===== config.mk =====
export PLATFORM = sky130hd
export DESIGN_NAME = ud_direction_ctrl
export DESIGN_NICKNAME = d
export VERILOG_FILES = /design/src/rtl/ud_direction_ctrl.sv
export SDC_FILE = /design/constraint.sdc
export NUM_CORES = 1
export LEC_CHECK = 0
export CORE_UTILIZATION = 51
export CTS_CLUSTER_SIZE = 24
export DETAILED_ROUTE_END_ITERATION = 8
export GPL_TIMING_DRIVEN = 0
export PLACE_DENSITY = 0.87
export SETUP_SLACK_MARGIN = 0.1
export SLEW_MARGIN = 15
export SYNTH_ARGS = -nofsm -noshare
export SYNTH_HDL_FRONTEND = slang
export SYNTH_SLANG_ARGS = --single-unit

===== constraint.sdc =====
create_clock -name clk -period 4.1 [get_ports clk]
set_input_delay 0.615 -clock clk [delete_from_list [all_inputs] [get_ports clk]]
set_output_delay 0.615 -clock clk [all_outputs]
set_load 0.02 [all_outputs]

===== src/rtl/ud_direction_ctrl.sv =====
// Direction controller for a 3-bit up/down counter: drives the counter's ud input
// from a fixed mode, a bounce between limits, or a debounced pushbutton toggle.
module ud_direction_ctrl #(
  parameter int DEBOUNCE_CYCLES = 16,
  parameter int TURN_W          = 8
) (
  input  logic              clk,
  input  logic              reset,
  input  logic [2:0]        data,
  input  logic [1:0]        mode,
  input  logic [2:0]        lo,
  input  logic [2:0]        hi,
  input  logic              btn_raw,
  output logic              ud,
  output logic              dir_change,
  output logic              btn_pulse,
  output logic [TURN_W-1:0] turn_cnt,
  output logic              cfg_err
);

  typedef enum logic [1:0] {
    MODE_UP     = 2'b00,
    MODE_DOWN   = 2'b01,
    MODE_BOUNCE = 2'b10,
    MODE_BUTTON = 2'b11
  } mode_e;

  localparam int                CNT_W    = (DEBOUNCE_CYCLES > 1) ? $clog2(DEBOUNCE_CYCLES) : 1;
  localparam logic [CNT_W-1:0]  DB_LAST  = CNT_W'(DEBOUNCE_CYCLES - 1);
  localparam logic [TURN_W-1:0] TURN_MAX = '1;

  logic              sync1_q, sync2_q;
  logic              level_q, level_d;
  logic [CNT_W-1:0]  dbc_q, dbc_d;
  logic              btn_pulse_q, btn_pulse_d;
  logic              ud_q, ud_d;
  logic              dir_change_q, dir_change_d;
  logic [TURN_W-1:0] turn_cnt_q, turn_cnt_d;
  logic              cfg_err_q, cfg_err_d;
  logic [2:0]        nxt;

  // Debounce: level only follows the synchronized input after it has differed
  // from it for DEBOUNCE_CYCLES consecutive samples.
  always_comb begin
    level_d = level_q;
    dbc_d   = '0;
    if (sync2_q != level_q) begin
      if (dbc_q == DB_LAST) begin
        level_d = sync2_q;
      end else begin
        dbc_d = dbc_q + 1'b1;
      end
    end
    btn_pulse_d = level_d & ~level_q;
  end

  // nxt is the value the counter takes on this edge, so turning on it stops
  // the counter exactly at the limit instead of one step past it.
  assign nxt = ud_q ? (data - 3'd1) : (data + 3'd1);

  always_comb begin
    ud_d      = ud_q;
    cfg_err_d = 1'b0;
    case (mode_e'(mode))
      MODE_UP:     ud_d = 1'b0;
      MODE_DOWN:   ud_d = 1'b1;
      MODE_BUTTON: if (btn_pulse_q) ud_d = ~ud_q;
      MODE_BOUNCE: begin
        if (lo >= hi) begin
          cfg_err_d = 1'b1;
          ud_d      = 1'b0;
        end else if (nxt >= hi) begin
          ud_d = 1'b1;
        end else if (nxt <= lo) begin
          ud_d = 1'b0;
        end
      end
      default:     ud_d = ud_q;
    endcase
    dir_change_d = (ud_d != ud_q);
    turn_cnt_d   = turn_cnt_q;
    if (dir_change_d && (turn_cnt_q != TURN_MAX)) turn_cnt_d = turn_cnt_q + 1'b1;
  end

  always_ff @(posedge clk) begin
    if (reset) begin
      sync1_q      <= 1'b0;
      sync2_q      <= 1'b0;
      level_q      <= 1'b0;
      dbc_q        <= '0;
      btn_pulse_q  <= 1'b0;
      ud_q         <= 1'b0;
      dir_change_q <= 1'b0;
      turn_cnt_q   <= '0;
      cfg_err_q    <= 1'b0;
    end else begin
      sync1_q      <= btn_raw;
      sync2_q      <= sync1_q;
      level_q      <= level_d;
      dbc_q        <= dbc_d;
      btn_pulse_q  <= btn_pulse_d;
      ud_q         <= ud_d;
      dir_change_q <= dir_change_d;
      turn_cnt_q   <= turn_cnt_d;
      cfg_err_q    <= cfg_err_d;
    end
  end

  assign ud         = ud_q;
  assign dir_change = dir_change_q;
  assign btn_pulse  = btn_pulse_q;
  assign turn_cnt   = turn_cnt_q;
  assign cfg_err    = cfg_err_q;

endmodule


== Word level (Yosys, flattened, before mapping) ==
Cells that the tools add are included.

* Output and inout bits: 12
* Word-level logic and storage cells: 41
* Input port bits: 14
* Bits in registers: 19

* Reductions and logical operators: 4
* Bitwise logic cells: 5
* Equality and inequality tests: 7
* Add/sub/neg operators: 4
* $lt $le $gt $ge: 3
* Mux-type cells: 9

{| class="wikitable"
|+ Operator list
! kind !! number
|-
| $add 8x1->8 const B || 1
|-
| $ne 8x8->1 const B || 1
|-
| $mux 1 || 7
|-
| $ge 3x3->1 || 2
|-
| $add 4x1->4 const B || 1
|-
| $eq 2x2->1 const B || 2
|-
| $eq 4x4->1 const B || 1
|-
| $not 1->1 || 4
|-
| $pmux 1 s4 || 1
|-
| $add 3x1->3 const B || 1
|-
| $le 3x3->1 || 1
|-
| $mux 3 || 1
|-
| $reduce_or 3->1 || 1
|-
| $sub 3x1->3 const B || 1
|-
| $eq 2x1->1 const B || 1
|-
| $logic_not 2->1 || 1
|-
| $ne 1x1->1 || 2
|-
| $reduce_or 2->1 || 1
|-
| $and 1x1->1 || 1
|-
| $logic_and 1x1->1 || 1
|}

== Longest topological paths before layout ==
* Depth after elaboration: 9
* Mapped depth: 12
* Gate-level depth less buffers: 11

== Worst setup path before layout ==
Ideal clock, no wire load.

* Path type: in2reg
* Start point: in data[0]
* End point: reg turn_cnt_q[5], in the netlist turn_cnt[5]
* Setup slack: 1.152 ns
* Data arrival time: 2.878 ns
* Data required time: 4.029 ns
* Setup time: 0.071 ns
* Cell stages on the path: 12
* Path buffers: 1
* Cells stage by stage: fa_1 -> xnor2_1 -> xnor2_1 -> ha_1 -> o21ai_1 -> a31oi_1 -> a21o_2 -> a31oi_1 -> nand2_1 -> buf_6 -> or3_1 -> a21oi_1

* Cells in the longest elaborated chain, start to end: 9
* Elaborated cells between the ends (all ways): 11
* Those cells by class: add/sub: 2; order compare: 2; eq/ne: 1; mux: 5; reduce/logical: 1

{| class="wikitable"
|+ RTL lines
! item !! line !! source
|-
| start, declared || 9 || <nowiki>input logic [2:0] data,</nowiki>
|-
| $add 3x1->3 or $sub 3x1->3 (tied branches) || 59 || <nowiki>assign nxt = ud_q ? (data - 3'd1) : (data + 3'd1);</nowiki>
|-
| $mux 3 * || 59 ||
|-
| $le 3x3->1 || 74 || <nowiki>end else if (nxt <= lo) begin</nowiki>
|-
| $mux 1 || 74 ||
|-
| $mux 1 * || 72 || <nowiki>end else if (nxt >= hi) begin</nowiki>
|-
| $mux 1 * || 69 || <nowiki>if (lo >= hi) begin</nowiki>
|-
| $pmux 1 s4 * || 64 || <nowiki>case (mode_e'(mode))</nowiki>
|-
| $ne 1x1->1 * || 80 || <nowiki>dir_change_d = (ud_d != ud_q);</nowiki>
|-
| $logic_and 1x1->1 * || 82 || <nowiki>if (dir_change_d && (turn_cnt_q != TURN_MAX)) turn_cnt_d = turn_cnt_q + 1'b1;</nowiki>
|-
| end signal, assigned || 104 || <nowiki>turn_cnt_q <= turn_cnt_d;</nowiki>
|-
| end, declared || 38 || <nowiki>logic [TURN_W-1:0] turn_cnt_q, turn_cnt_d;</nowiki>
|}

Mark *: on every way between the ends. The rest lies on a longest branch, timed or not.
A chain may end at the register's enable or synchronous reset.

== Worst setup path after layout ==
* Start point: in data[0]
* End point: reg turn_cnt_q[7], in the netlist turn_cnt[7]

Same word-level chain as after synthesis.

==> reports/summary.txt <==
outcome: finished, final reports clean
post-synthesis sequential area ratio: 36.19%
CP max FO: 10
placed insts: 167
initial DRC count: 5
starting density of the core: 54.12%
antenna diode count: 0
area fraction of the dominant cell type after synthesis: 36.19%
Worst Path Buf+Inv: 2
GRT overflow: 0
Least-Margin Pin Slew: 0.4476 ns
crit-path cells: clkdlybuf4s50_1 > fa_1 > xnor2_1 > xnor2_1 > ha_1 > o21ai_1 > a31oi_1 > a21o_2 > a31oi_1 > nand2_1 > buf_6 > or3_1 > a21oi_1
# DRC: 0
crit path max-delay cell type: clkdlybuf4s50_1
port bufs: 25
CP endpoint kind: flip-flop
PnR Total Power: 415.2 uW
postcts setup bufs: 0
DIE AREA: 2246 sq um
fin cells: 171
area of the mapped netlist: 1051 sq um
Sw Pwr: 125.5 uW
share of layout cells above drive strength 1: 7.639%
PwrDens: 304.7 nW/um^2
HP Class: reg2reg
dpl hpwl: 1723 microns
design internal power: 289.6 uW
Period minus WS final: 3.409 ns
Vias: 912
clk slew on worst S/H paths: 0.11 ns
skew final: 0.001420 ns
biggest area consumer among synthesized cells: dfxtp_1
Longest Clk Path Bufs: 2
post-cts sizing count: 0
vias in the first global route: 848
H-tree Lvls: 1
flops & latches, synth: 19
largest stage delay on the critical path: 0.50 ns
Comb pwr share: 28.9%
worst vdd ir: 313.6 uV
Sw Ratio: 30.24%
first-pass iteration count of the detailed router: 4
final WL: 2132 microns
Critical Path AT: 3.64 ns
Slew Viols, Final: 0
P_leak: 0.5714 nW
Post-CTS Hold Fix Bufs: 0
Clock Power Share: 22.9%
CTS root buffer: clkbuf_4
CTS Buf Count: 3
Net count, final: 171
Die Span Y: 47.40 microns
IO Pins: 26
Post-Synthesis Cells: 115
Worst-Skew Late Latency: 0.30 ns
Max Cap Viol: 0
Core Area: 1942 sq um
Slew headroom: 70.16%
fmax: 293.3 MHz
Die Wd: 47.40 microns
CP startpoint kind: input port
Flop pwr share: 48.1%
final instance area: 1363 sq um
CTS tree: yes
data required time at the worst endpoint: 4.33 ns
top post-synthesis cells by area: dfxtp_1 36%, ha_1 13%, xor2_1 4.2%
initial antenna violation count: 0
FP Rows: 16
area grow syn2layout: 29.64%
Yosys cell types: 30
Total GRT Usage: 21.77%
final setup fails: 0
GP Congestion: 0.8673
vias per cell: 5.333
crit path kind: in2reg
WL/cell: 12.47 microns
DRT antenna net count: 0
Setup TNS: 0 ns
Sink Count: 19
largest net degree at the start of global routing: 12
delay-heaviest family, CP: adder cells
final hold violation count: 0
Hold Slack: 0.4508 ns
RSZ-0062 raised after global routing: no
Mapped Nets: 141
Placement Cell Area: 1335 sq um
first-pass GRT wire length: 3408 microns
Avg Cell Area, Syn: 9.139 sq um
YS warnings: 0
Final period util: 83.15%
## cells by family (layout without fill, tap and decap cells)
family,count (synthesis),after routing,share of synthesized area [%]
simple gates,40,40,20.36
compound gates,23,23,14.40
buf+inv,10,39,4.643
fa+ha+maj,12,12,15.00
mux,2,2,1.905
flops,19,19,36.19
xor+xnor,9,9,7.499
## through the flow
step           setup WS [ns]  util (%)
4_1_cts               0.6909     70.17
6_report              0.6909     70.17
3_3_place_gp          0.4890     68.75
5_1_grt               0.4857     70.17
2_1_floorplan          1.152         -
3_5_place_dp          0.3843     68.75
## layout by cell type, fill, tap and decap left out, drive strengths merged, types with 3 or more instances in the layout
cell	instances
xor2	5
and3	4
nand2b	4
inv	7
or3	5
o21ai	8
dfxtp	19
nor2	11
nand3	8
ha	11
xnor2	4
clkdlybuf4s50	25
clkbuf	4
a21oi	6
a31oi	3
nor3	4
## final timing paths
check	startpoint	end	depth (start not counted)	slack (ns)
worst max register to register	ud$_SDFF_PP0_	turn_cnt[7]$_SDFFE_PP0P_	12	1.24
worst min register to register	sync1_q$_SDFF_PP0_	sync2_q$_SDFF_PP0_	1	0.45
worst min-delay path	sync1_q$_SDFF_PP0_	sync2_q$_SDFF_PP0_	1	0.45
worst max-delay path	data[0]	turn_cnt[7]$_SDFFE_PP0P_	13	0.69
## power by group through the flow
stage	clock (mW)	combinational, mW	sequential (mW)
2_1_floorplan	0	0.0703	0.211
3_3_place_gp	0	0.116	0.204
3_5_place_dp	0	0.121	0.204
4_1_cts	0.0969	0.122	0.200
5_1_grt	0.108	0.134	0.201
6_report	0.0952	0.120	0.200
## flip-flops by register name, summed over array words and instances (netlist names)
register	count
turn_cnt	8
dbc_q	4
btn_pulse	1
cfg_err	1
dir_change	1
level_q	1
sync1_q	1
sync2_q	1
ud	1
## routing by layer
metal / track usage, % / up-vias / wire [microns]
li1: - / 462 / -
met1: 24.07 / 427 / 932
met2: 41.64 / 21 / 1095
met3: 5.769 / 2 / 86
met4: 3.429 / 0 / 18
met5: 0 / - / 0
## worst register-to-register path: stages, from the launching register on
cell and delay (ns):
dfxtp_1 0.35, fa_1 0.37, xnor2_1 0.14, xnor2_1 0.24
ha_1 0.30, o21ai_1 0.12, a31oi_1 0.05, a21o_2 0.22
a31oi_1 0.20, nand2_1 0.13, buf_6 0.16, or3_1 0.34
a21oi_1 0.16
## Yosys cell counts
cell type / count
o21ai_1: 1
nor3_1: 4
o21ai_0: 7
mux2i_1: 2
xor2_1: 5
dfxtp_1: 19
a21boi_2: 1
fa_1: 1
a311oi_2: 1
nor2_1: 11
nand3_1: 8
ha_1: 11
a21o_2: 1
a21oi_1: 6
a31oi_1: 3
o21bai_1: 1
inv_1: 7
nor2b_1: 2
nor3b_1: 1
buf_4: 1
buf_6: 1
nand2b_4: 1
a211oi_2: 1
nand2_1: 1
and3_1: 4
a21o_1: 1
nand2b_1: 3
clkbuf_1: 1
xnor2_1: 4
or3_1: 5
## area by class of cell
type                            instances  area (sq um)
Inverter                                7         26.28
Tap cell                               27         33.78
Clock buffer                            3         22.52
Timing Repair Buffer                   25         250.2
Multi-Input combinational cell         86         621.8
Clock inverter                          1         5.005
Fill cell                             170         579.3
Sequential cell                        19         380.4
Buffer                                  3         22.52
No activity file was read; power rests on OpenSTA's default activity.
